`src/rtl/eeg_aram_pkg.sv`:
```
// Shared ARAM definitions: command one-hot codes, bus widths and the
// read-sequencer state encoding.
package eeg_aram_pkg;

   localparam int ARAM_CMD_DW = 8;
   localparam int ARAM_NUM_DW = 4;
   localparam int ARAM_ADD_AW = 12;
   localparam int SEQ_LEN_DW  = 12;

   localparam logic [ARAM_CMD_DW-1:0] ARAM_CMD_IDLE = 8'b0000_0001;
   localparam logic [ARAM_CMD_DW-1:0] ARAM_CMD_ITOA = 8'b0000_0010;
   localparam logic [ARAM_CMD_DW-1:0] ARAM_CMD_CONV = 8'b0000_0100;
   localparam logic [ARAM_CMD_DW-1:0] ARAM_CMD_OTOA = 8'b0000_1000;
   localparam logic [ARAM_CMD_DW-1:0] ARAM_CMD_WTOA = 8'b0001_0000;
   localparam logic [ARAM_CMD_DW-1:0] ARAM_CMD_ATOW = 8'b0010_0000;
   localparam logic [ARAM_CMD_DW-1:0] ARAM_CMD_ATOA = 8'b0100_0000;
   localparam logic [ARAM_CMD_DW-1:0] ARAM_CMD_READ = 8'b1000_0000;

   typedef enum logic [1:0] {
      SEQ_IDLE = 2'd0,
      SEQ_CMD  = 2'd1,
      SEQ_ADDR = 2'd2,
      SEQ_WAIT = 2'd3
   } seq_state_e;

   // True when every bank selected in mask has its flag set.
   function automatic logic mask_covered(input logic [ARAM_NUM_DW-1:0] flags,
                                         input logic [ARAM_NUM_DW-1:0] mask);
      return ((flags & mask) == mask);
   endfunction

endpackage

```
`src/rtl/eeg_aram_rd_seq_if.sv`:
```
// Bus bundle between the layer controller / ARAM and the read sequencer.
// slave is the sequencer's view, master is the environment's view.
interface eeg_aram_rd_seq_if;
   import eeg_aram_pkg::*;

   logic                                    is_idle;
   logic                                    cfg_vld;
   logic                                    cfg_rdy;
   logic [ARAM_NUM_DW-1:0]                  cfg_mask;
   logic [ARAM_ADD_AW-1:0]                  cfg_base;
   logic [SEQ_LEN_DW-1:0]                   cfg_len;
   logic [ARAM_ADD_AW-1:0]                  cfg_strd;
   logic                                    info_vld;
   logic                                    info_rdy;
   logic [ARAM_CMD_DW-1:0]                  info_cmd;
   logic [ARAM_NUM_DW-1:0]                  info_idx;
   logic [ARAM_NUM_DW-1:0]                  add_vld;
   logic [ARAM_NUM_DW-1:0]                  add_lst;
   logic [ARAM_NUM_DW-1:0]                  add_rdy;
   logic [ARAM_NUM_DW-1:0][ARAM_ADD_AW-1:0] add_add;
   logic [ARAM_NUM_DW-1:0]                  mon_vld;
   logic [ARAM_NUM_DW-1:0]                  mon_rdy;
   logic [ARAM_NUM_DW-1:0]                  mon_lst;
   logic                                    done;

   modport slave (
      output is_idle, cfg_rdy, info_vld, info_cmd, info_idx,
             add_vld, add_lst, add_add, done,
      input  cfg_vld, cfg_mask, cfg_base, cfg_len, cfg_strd,
             info_rdy, add_rdy, mon_vld, mon_rdy, mon_lst
   );

   modport master (
      input  is_idle, cfg_rdy, info_vld, info_cmd, info_idx,
             add_vld, add_lst, add_add, done,
      output cfg_vld, cfg_mask, cfg_base, cfg_len, cfg_strd,
             info_rdy, add_rdy, mon_vld, mon_rdy, mon_lst
   );

endinterface

```
`src/rtl/eeg_aram_bank_agu.sv`:
```
// Per-bank address generator: beat counter, strided address accumulator,
// and the address-done / data-done completion flags for one ARAM bank.
module eeg_aram_bank_agu
   import eeg_aram_pkg::*;
(
   input  logic                   clk,
   input  logic                   rst_n,
   input  logic                   sel_i,
   input  logic                   clr_dat_i,
   input  logic                   load_i,
   input  logic                   addr_en_i,
   input  logic                   trk_i,
   input  logic [ARAM_ADD_AW-1:0] base_i,
   input  logic [ARAM_ADD_AW-1:0] strd_i,
   input  logic [SEQ_LEN_DW-1:0]  len_i,
   input  logic                   add_rdy_i,
   input  logic                   mon_vld_i,
   input  logic                   mon_rdy_i,
   input  logic                   mon_lst_i,
   output logic                   add_vld_o,
   output logic                   add_lst_o,
   output logic [ARAM_ADD_AW-1:0] add_add_o,
   output logic                   addr_done_nx_o,
   output logic                   dat_done_nx_o
);

   logic [SEQ_LEN_DW-1:0]  cnt_q, cnt_d;
   logic [ARAM_ADD_AW-1:0] addr_q, addr_d;
   logic                   addr_done_q, addr_done_d;
   logic                   dat_done_q, dat_done_d;
   logic                   add_hs;
   logic                   mon_end;

   // Outputs decode registers only; no path from add_rdy_i.
   assign add_vld_o = sel_i & addr_en_i & ~addr_done_q;
   assign add_lst_o = add_vld_o & (cnt_q == len_i);
   assign add_add_o = sel_i ? addr_q : {ARAM_ADD_AW{1'b0}};

   assign add_hs  = add_vld_o & add_rdy_i;
   assign mon_end = sel_i & trk_i & mon_vld_i & mon_rdy_i & mon_lst_i;

   // The FSM looks one edge ahead so it can leave ADDR/WAIT on the handshake cycle.
   assign addr_done_nx_o = addr_done_d;
   assign dat_done_nx_o  = dat_done_d;

   // Next-state for counter, address accumulator and completion flags.
   always_comb begin
      cnt_d       = cnt_q;
      addr_d      = addr_q;
      addr_done_d = addr_done_q;
      dat_done_d  = dat_done_q;
      if (load_i) begin
         cnt_d       = {SEQ_LEN_DW{1'b0}};
         addr_d      = base_i;
         addr_done_d = 1'b0;
      end else if (add_hs) begin
         if (add_lst_o) begin
            addr_done_d = 1'b1;
         end else begin
            cnt_d  = cnt_q + {{(SEQ_LEN_DW-1){1'b0}}, 1'b1};
            addr_d = addr_q + strd_i;   // wraps modulo 2^ARAM_ADD_AW
         end
      end else begin
         addr_done_d = addr_done_q;
      end
      if (clr_dat_i) begin
         dat_done_d = 1'b0;
      end else if (mon_end) begin
         dat_done_d = 1'b1;
      end else begin
         dat_done_d = dat_done_q;
      end
   end

   // Bank state registers.
   always_ff @(posedge clk or negedge rst_n) begin
      if (!rst_n) begin
         cnt_q       <= {SEQ_LEN_DW{1'b0}};
         addr_q      <= {ARAM_ADD_AW{1'b0}};
         addr_done_q <= 1'b0;
         dat_done_q  <= 1'b0;
      end else begin
         cnt_q       <= cnt_d;
         addr_q      <= addr_d;
         addr_done_q <= addr_done_d;
         dat_done_q  <= dat_done_d;
      end
   end

endmodule

```
`src/rtl/eeg_aram_rd_seq.sv`:
```
// ARAM read sequencer: accepts one read job, issues the READ command,
// streams strided addresses into each selected bank and pulses DONE once
// every selected bank has returned its last data beat.
module eeg_aram_rd_seq
   import eeg_aram_pkg::*;
(
   input  logic               clk,
   input  logic               rst_n,
   eeg_aram_rd_seq_if.slave   bus
);

   seq_state_e             state_q;
   logic [ARAM_NUM_DW-1:0] mask_q;
   logic [ARAM_ADD_AW-1:0] base_q;
   logic [SEQ_LEN_DW-1:0]  len_q;
   logic [ARAM_ADD_AW-1:0] strd_q;
   logic                   info_vld_q;
   logic                   idle_q;
   logic                   done_q;
   logic                   empty_q;   // empty-mask job accepted last cycle

   logic [ARAM_NUM_DW-1:0]                  add_vld_s;
   logic [ARAM_NUM_DW-1:0]                  add_lst_s;
   logic [ARAM_NUM_DW-1:0][ARAM_ADD_AW-1:0] add_add_s;
   logic [ARAM_NUM_DW-1:0]                  addr_done_nx;
   logic [ARAM_NUM_DW-1:0]                  dat_done_nx;
   logic                                    job_acc;
   logic                                    cmd_hs;

   assign job_acc = idle_q & bus.cfg_vld;
   assign cmd_hs  = info_vld_q & bus.info_rdy;

   assign bus.is_idle  = idle_q;
   assign bus.cfg_rdy  = idle_q;
   assign bus.info_vld = info_vld_q;
   assign bus.info_cmd = ARAM_CMD_READ;
   assign bus.info_idx = mask_q;
   assign bus.add_vld  = add_vld_s;
   assign bus.add_lst  = add_lst_s;
   assign bus.add_add  = add_add_s;
   assign bus.done     = done_q;

   for (genvar g = 0; g < ARAM_NUM_DW; g++) begin : g_bank
      eeg_aram_bank_agu u_agu (
         .clk            (clk),
         .rst_n          (rst_n),
         .sel_i          (mask_q[g]),
         .clr_dat_i      (job_acc),
         .load_i         (cmd_hs),
         .addr_en_i      (state_q == SEQ_ADDR),
         .trk_i          (~idle_q),
         .base_i         (base_q),
         .strd_i         (strd_q),
         .len_i          (len_q),
         .add_rdy_i      (bus.add_rdy[g]),
         .mon_vld_i      (bus.mon_vld[g]),
         .mon_rdy_i      (bus.mon_rdy[g]),
         .mon_lst_i      (bus.mon_lst[g]),
         .add_vld_o      (add_vld_s[g]),
         .add_lst_o      (add_lst_s[g]),
         .add_add_o      (add_add_s[g]),
         .addr_done_nx_o (addr_done_nx[g]),
         .dat_done_nx_o  (dat_done_nx[g])
      );
   end

   // Job FSM with registered handshake/status outputs.
   always_ff @(posedge clk or negedge rst_n) begin
      if (!rst_n) begin
         state_q    <= SEQ_IDLE;
         mask_q     <= {ARAM_NUM_DW{1'b0}};
         base_q     <= {ARAM_ADD_AW{1'b0}};
         len_q      <= {SEQ_LEN_DW{1'b0}};
         strd_q     <= {ARAM_ADD_AW{1'b0}};
         info_vld_q <= 1'b0;
         idle_q     <= 1'b1;
         done_q     <= 1'b0;
         empty_q    <= 1'b0;
      end else begin
         done_q  <= 1'b0;
         empty_q <= 1'b0;
         case (state_q)
            SEQ_IDLE: begin
               done_q <= empty_q;
               if (bus.cfg_vld) begin
                  mask_q <= bus.cfg_mask;
                  base_q <= bus.cfg_base;
                  len_q  <= bus.cfg_len;
                  strd_q <= bus.cfg_strd;
                  if (bus.cfg_mask == {ARAM_NUM_DW{1'b0}}) begin
                     empty_q <= 1'b1;
                  end else begin
                     state_q    <= SEQ_CMD;
                     idle_q     <= 1'b0;
                     info_vld_q <= 1'b1;
                  end
               end
            end
            SEQ_CMD: begin
               if (bus.info_rdy) begin
                  state_q    <= SEQ_ADDR;
                  info_vld_q <= 1'b0;
               end
            end
            SEQ_ADDR: begin
               if (mask_covered(addr_done_nx, mask_q)) begin
                  state_q <= SEQ_WAIT;
               end
            end
            SEQ_WAIT: begin
               if (mask_covered(dat_done_nx, mask_q)) begin
                  state_q <= SEQ_IDLE;
                  idle_q  <= 1'b1;
                  done_q  <= 1'b1;
               end
            end
            default: begin
               state_q    <= SEQ_IDLE;
               idle_q     <= 1'b1;
               info_vld_q <= 1'b0;
            end
         endcase
      end
   end

endmodule

```
`src/flat_wrapper.sv`:
```
// flat-port wrapper written by rule: the top's interface ports become plain ports
module eeg_aram_rd_seq_flat import eeg_aram_pkg::*;
  (clk, rst_n, bus_is_idle, bus_cfg_rdy, bus_info_vld, bus_info_cmd, bus_info_idx, bus_add_vld, bus_add_lst, bus_add_add, bus_done, bus_cfg_vld, bus_cfg_mask, bus_cfg_base, bus_cfg_len, bus_cfg_strd, bus_info_rdy, bus_add_rdy, bus_mon_vld, bus_mon_rdy, bus_mon_lst);
  eeg_aram_rd_seq_if bus_i ();
  input  logic clk;
  input  logic rst_n;
  output wire logic [$bits(bus_i.is_idle)-1:0] bus_is_idle;
  output wire logic [$bits(bus_i.cfg_rdy)-1:0] bus_cfg_rdy;
  output wire logic [$bits(bus_i.info_vld)-1:0] bus_info_vld;
  output wire logic [$bits(bus_i.info_cmd)-1:0] bus_info_cmd;
  output wire logic [$bits(bus_i.info_idx)-1:0] bus_info_idx;
  output wire logic [$bits(bus_i.add_vld)-1:0] bus_add_vld;
  output wire logic [$bits(bus_i.add_lst)-1:0] bus_add_lst;
  output wire logic [$bits(bus_i.add_add)-1:0] bus_add_add;
  output wire logic [$bits(bus_i.done)-1:0] bus_done;
  input wire logic [$bits(bus_i.cfg_vld)-1:0] bus_cfg_vld;
  input wire logic [$bits(bus_i.cfg_mask)-1:0] bus_cfg_mask;
  input wire logic [$bits(bus_i.cfg_base)-1:0] bus_cfg_base;
  input wire logic [$bits(bus_i.cfg_len)-1:0] bus_cfg_len;
  input wire logic [$bits(bus_i.cfg_strd)-1:0] bus_cfg_strd;
  input wire logic [$bits(bus_i.info_rdy)-1:0] bus_info_rdy;
  input wire logic [$bits(bus_i.add_rdy)-1:0] bus_add_rdy;
  input wire logic [$bits(bus_i.mon_vld)-1:0] bus_mon_vld;
  input wire logic [$bits(bus_i.mon_rdy)-1:0] bus_mon_rdy;
  input wire logic [$bits(bus_i.mon_lst)-1:0] bus_mon_lst;
  assign bus_is_idle = bus_i.is_idle;
  assign bus_cfg_rdy = bus_i.cfg_rdy;
  assign bus_info_vld = bus_i.info_vld;
  assign bus_info_cmd = bus_i.info_cmd;
  assign bus_info_idx = bus_i.info_idx;
  assign bus_add_vld = bus_i.add_vld;
  assign bus_add_lst = bus_i.add_lst;
  assign bus_add_add = bus_i.add_add;
  assign bus_done = bus_i.done;
  assign bus_i.cfg_vld = bus_cfg_vld;
  assign bus_i.cfg_mask = bus_cfg_mask;
  assign bus_i.cfg_base = bus_cfg_base;
  assign bus_i.cfg_len = bus_cfg_len;
  assign bus_i.cfg_strd = bus_cfg_strd;
  assign bus_i.info_rdy = bus_info_rdy;
  assign bus_i.add_rdy = bus_add_rdy;
  assign bus_i.mon_vld = bus_mon_vld;
  assign bus_i.mon_rdy = bus_mon_rdy;
  assign bus_i.mon_lst = bus_mon_lst;
  eeg_aram_rd_seq u_core (.clk(clk), .rst_n(rst_n), .bus(bus_i));
endmodule
```
`config.mk`:
```
export PLATFORM = sky130hd
export DESIGN_NAME = eeg_aram_rd_seq_flat
export DESIGN_NICKNAME = d
export VERILOG_FILES = /design/src/rtl/eeg_aram_pkg.sv /design/src/rtl/eeg_aram_rd_seq_if.sv /design/src/rtl/eeg_aram_bank_agu.sv /design/src/rtl/eeg_aram_rd_seq.sv /design/src/flat_wrapper.sv
export SDC_FILE = /design/constraint.sdc
export NUM_CORES = 1
export LEC_CHECK = 0
export ABC_AREA = 1
export BUFFER_PORTS_ARGS = -buffer_cell sky130_fd_sc_hd__buf_2
export CAP_MARGIN = 10
export CORE_MARGIN = 2
export CORE_UTILIZATION = 25
export CTS_BUF_LIST = sky130_fd_sc_hd__clkbuf_4 sky130_fd_sc_hd__clkbuf_8 sky130_fd_sc_hd__clkbuf_16
export DETAILED_ROUTE_END_ITERATION = 12
export GPL_TIMING_DRIVEN = 0
export SYNTH_ARGS = -nofsm -noshare
export SYNTH_HDL_FRONTEND = slang
export SYNTH_SLANG_ARGS = --single-unit
```
`constraint.sdc`:
```
create_clock -name clk -period 5.4 [get_ports clk]
set_input_delay 0 -clock clk [delete_from_list [all_inputs] [get_ports clk]]
set_output_delay 0 -clock clk [all_outputs]
set_load 0.02 [all_outputs]
```
==> results.yml <==
timing:
  finalSetupTns_ns: 0
  rsz0062_at_grt: "no"
  slew_headroom: 0.330
  finalCritPeriodShare: 0.499
  min_period_ns: 2.69
  slew_viol_final: 0
  timing.fmax_ghz: 0.371
  skew_ns: 0.00917
  holdWs_ns: 0.0195
  fin_ws_ns: 2.71
  setup-violations-final: 0
  tightest_slew_ns: 1.00
  hold_violations: 0
yosys:
  synth_top_cell_area_share: 0.363
  synthArstFlopShare: 1.00
  synth_most_common_cell: "nand2_1"
  yosys-top-cells-area: "dfrtp_1 (36%), nand2_1 (13%), ha_1 (6.5%)"
  yosysSeqAreaShare: 0.365
  synth.top_cells.by_count: "nand2_1 (365), inv_1 (176), dfrtp_1 (149)"
  synth_cell_type_count: 46
  synth_enable_flop_cells: 0
  yosys_register_bits: 150
  netlist_area_um2: 10300
  yosys.area.top_type: "dfrtp_1"
  synth_top_flop_cell: "dfrtp_1"
  syn_avg_cell_area_um2: 7.26
  ys_warn_count: 0
  synth_cells: 1416
place:
  gp_congestion: 0.914
  placed_area_um2: 11600
  place_hpwl_um: 27200
  port_buffers: 123
  dp_slack_ns: 2.78
detailed_routing:
  via_per_inst: 4.71
  drc: 0
  drtPass1Iterations: 5
  drt-initial-drc-count: 723
  wl_um: 36000
  avgRoutedWirePerCell_um: 16.7
  postRouteAntennaNets: 0
  via_count: 10200
layout:
  num_antenna_cells: 0
  fin_area_um2: 12700
  drive_above_1_share: 0.156
  area_delta_synth_final_pct: 23.7
  nets: 1733
  fin_util: 0.312
  fillers: 4436
critical_path:
  critPathBufInv: 4
  critPathMaxFanout: 10
  worst_setup_path_start_kind: "flop"
  critPathTopFamily: "buffers and inverters"
  worst_setup_path_end_kind: "flop"
  path_cells: "inv_1, ha_1, nand3_1, inv_1, nand2_1, inv_1, nand2_2, nand2_1, clkbuf_1, a31oi_1"
  cpMaxStageDelayCell: "clkbuf_1"
  arrival_ns: 2.98
  critical_path_required_ns: 5.69
  critPathKind: "flop to flop"
  slowest_delay_ns: 0.55
  cp_common_cell: "inv_1"
die:
  start_util: 0.252
  coreArea_um2: 40700
  io_pins: 132
  die_y_um: 207
  die_w_um: 207
  dieArea_um2: 42700
  row_count: 74
min_path:
  worstHoldPathType: "primary input to flop"
pwr:
  leakagePower_nw: 6.34
  power_density_nw_per_um2: 645
  irDropWorstVdd_v: 0.000395
global_routing:
  antenna_found_initial: 1
  grt_max_degree: 105
  grt_pass1_vias: 9826
  grt_use_total: 0.170
  grt_pass1_wl_um: 55000
  grt_overflow: 0
run:
  drv_cap: 0
clock_tree:
  cts_buffers: 17
  clk_path_buf_depth: 2
  root_buffer: "clkbuf_16"
  clk_pin_slew_ns: 0.07
  htree_levels: 4
  insertion_delay_ns: 0.45
  cts_sinks: 150
  cts_tree: "done"
outcome:
  status: "finished, final reports clean"
==> kinds of logic (layout without fill, tap and decap cells) <==
family,after synthesis,in the layout,synth area share
multiplexers,25,25,0.0274
other,2,8,0.000731
adder cells (fa/ha/maj),57,57,0.0723
AO/OA/AOI/OAI,234,234,0.127
flip-flops,150,150,0.365
XOR/XNOR,37,37,0.0315
buffers and inverters,243,450,0.0995
AND/OR/NAND/NOR,668,668,0.276
==> worst reg2reg max path, stage by stage, from the launching register on <==
cell	delay, ns
dfrtp_1	0.42
inv_1	0.12
ha_1	0.37
nand3_1	0.20
inv_1	0.15
nand2_1	0.06
inv_1	0.12
nand2_2	0.14
nand2_1	0.20
clkbuf_1	0.55
a31oi_1	0.21
==> power by group <==
part / switching (mW) / total [mW] / internal, mW
Combinational: 3.13 / 4.95 / 1.83
Clock: 0.530 / 1.24 / 0.708
Sequential: 0.495 / 2.01 / 1.52
==> through the flow <==
| step | power (mW) | std cells |
|---|---|---|
| detailed placement | 6.89 | 2078 |
| finish | 8.20 | 2161 |
| global placement | 6.82 | 2077 |
| floorplan | 5.39 | 1422 |
| global route | 8.92 | 2161 |
| CTS | 8.19 | 2161 |
==> cell type report <==
cell class / count / area (um^2) / area share
multi-input cells: 1029 / 5520 / 0.434
flip-flops and latches: 150 / 3750 / 0.295
repair buffers: 175 / 1160 / 0.0915
inverters: 188 / 711 / 0.0559
well taps: 532 / 666 / 0.0523
clock buffers: 20 / 460 / 0.0362
plain buffers: 55 / 312 / 0.0245
clock inverters: 12 / 128 / 0.0100
==> what timing repair did <==
action	in CTS	in global routing
hold buffers	51	0
endpoints found under the hold margin	195	0
buffers inserted	0	0
resized for setup	0	0
==> metal layers <==
layer,up-vias,share of wire,track usage
met3,82,0.055,0.0256
met1,4745,0.44,0.225
met2,340,0.47,0.279
met4,2,0.037,0.0671
met5,-,0.00036,0
li1,5015,-,-
==> layout by cell type, fill, tap and decap left out, types with 10 or more instances in the layout <==
cell type,synthesis,layout
nand3_1,70,70
nand2_1,365,365
a31oi_1,35,35
nor3_1,32,32
o31ai_1,12,12
or2_2,16,16
xor2_1,20,20
a21oi_1,83,83
ha_1,53,53
o21ai_0,77,77
buf_4,21,21
dlygate4sd3_1,0,51
buf_2,6,128
inv_2,10,10
clkbuf_1,19,19
inv_1,176,176
dfrtp_1,149,149
mux2_2,25,25
nand4_1,22,22
xnor2_1,17,17
nor2_1,133,133
clkbuf_16,0,17
==> flip-flops by register name, summed over array words and instances, names as in the netlist <==
signal / flops
u_core.len_q: 12
u_core.state_q: 2
u_core.g_bank.u_agu.addr_done_q: 4
u_core.bus.cfg_rdy: 1
u_core.g_bank.u_agu.addr_q: 48
u_core.g_bank.u_agu.dat_done_q: 4
u_core.bus.info_idx: 4
u_core.bus.done: 1
u_core.g_bank.u_agu.cnt_q: 48
u_core.strd_q: 12
u_core.empty_q: 1
u_core.base_q: 12
u_core.bus.info_vld: 1
==> worst paths after layout <==
kind | slack, ns | startpoint | depth (start not counted) | to
max | 2.71 | u_core.state_q[0]$_DFFE_PN0P_ | 10 | u_core.g_bank[1].u_agu.addr_q[10]$_DFFE_PN0P_
min | 0.02 | bus_info_rdy | 4 | u_core.bus.info_vld$_DFFE_PN0P_
max reg2reg | 2.71 | u_core.state_q[0]$_DFFE_PN0P_ | 10 | u_core.g_bank[1].u_agu.addr_q[10]$_DFFE_PN0P_
min in group asynchronous | 0.05 | rst_n | 2 | u_core.g_bank[3].u_agu.cnt_q[6]$_DFFE_PN0P_
max in group asynchronous | 4.48 | rst_n | 3 | u_core.base_q[0]$_DFFE_PN0P_
min reg2reg | 0.50 | u_core.g_bank[3].u_agu.cnt_q[9]$_DFFE_PN0P_ | 1 | u_core.g_bank[3].u_agu.cnt_q[9]$_DFFE_PN0P_
(Power assumes the default switching activity.)
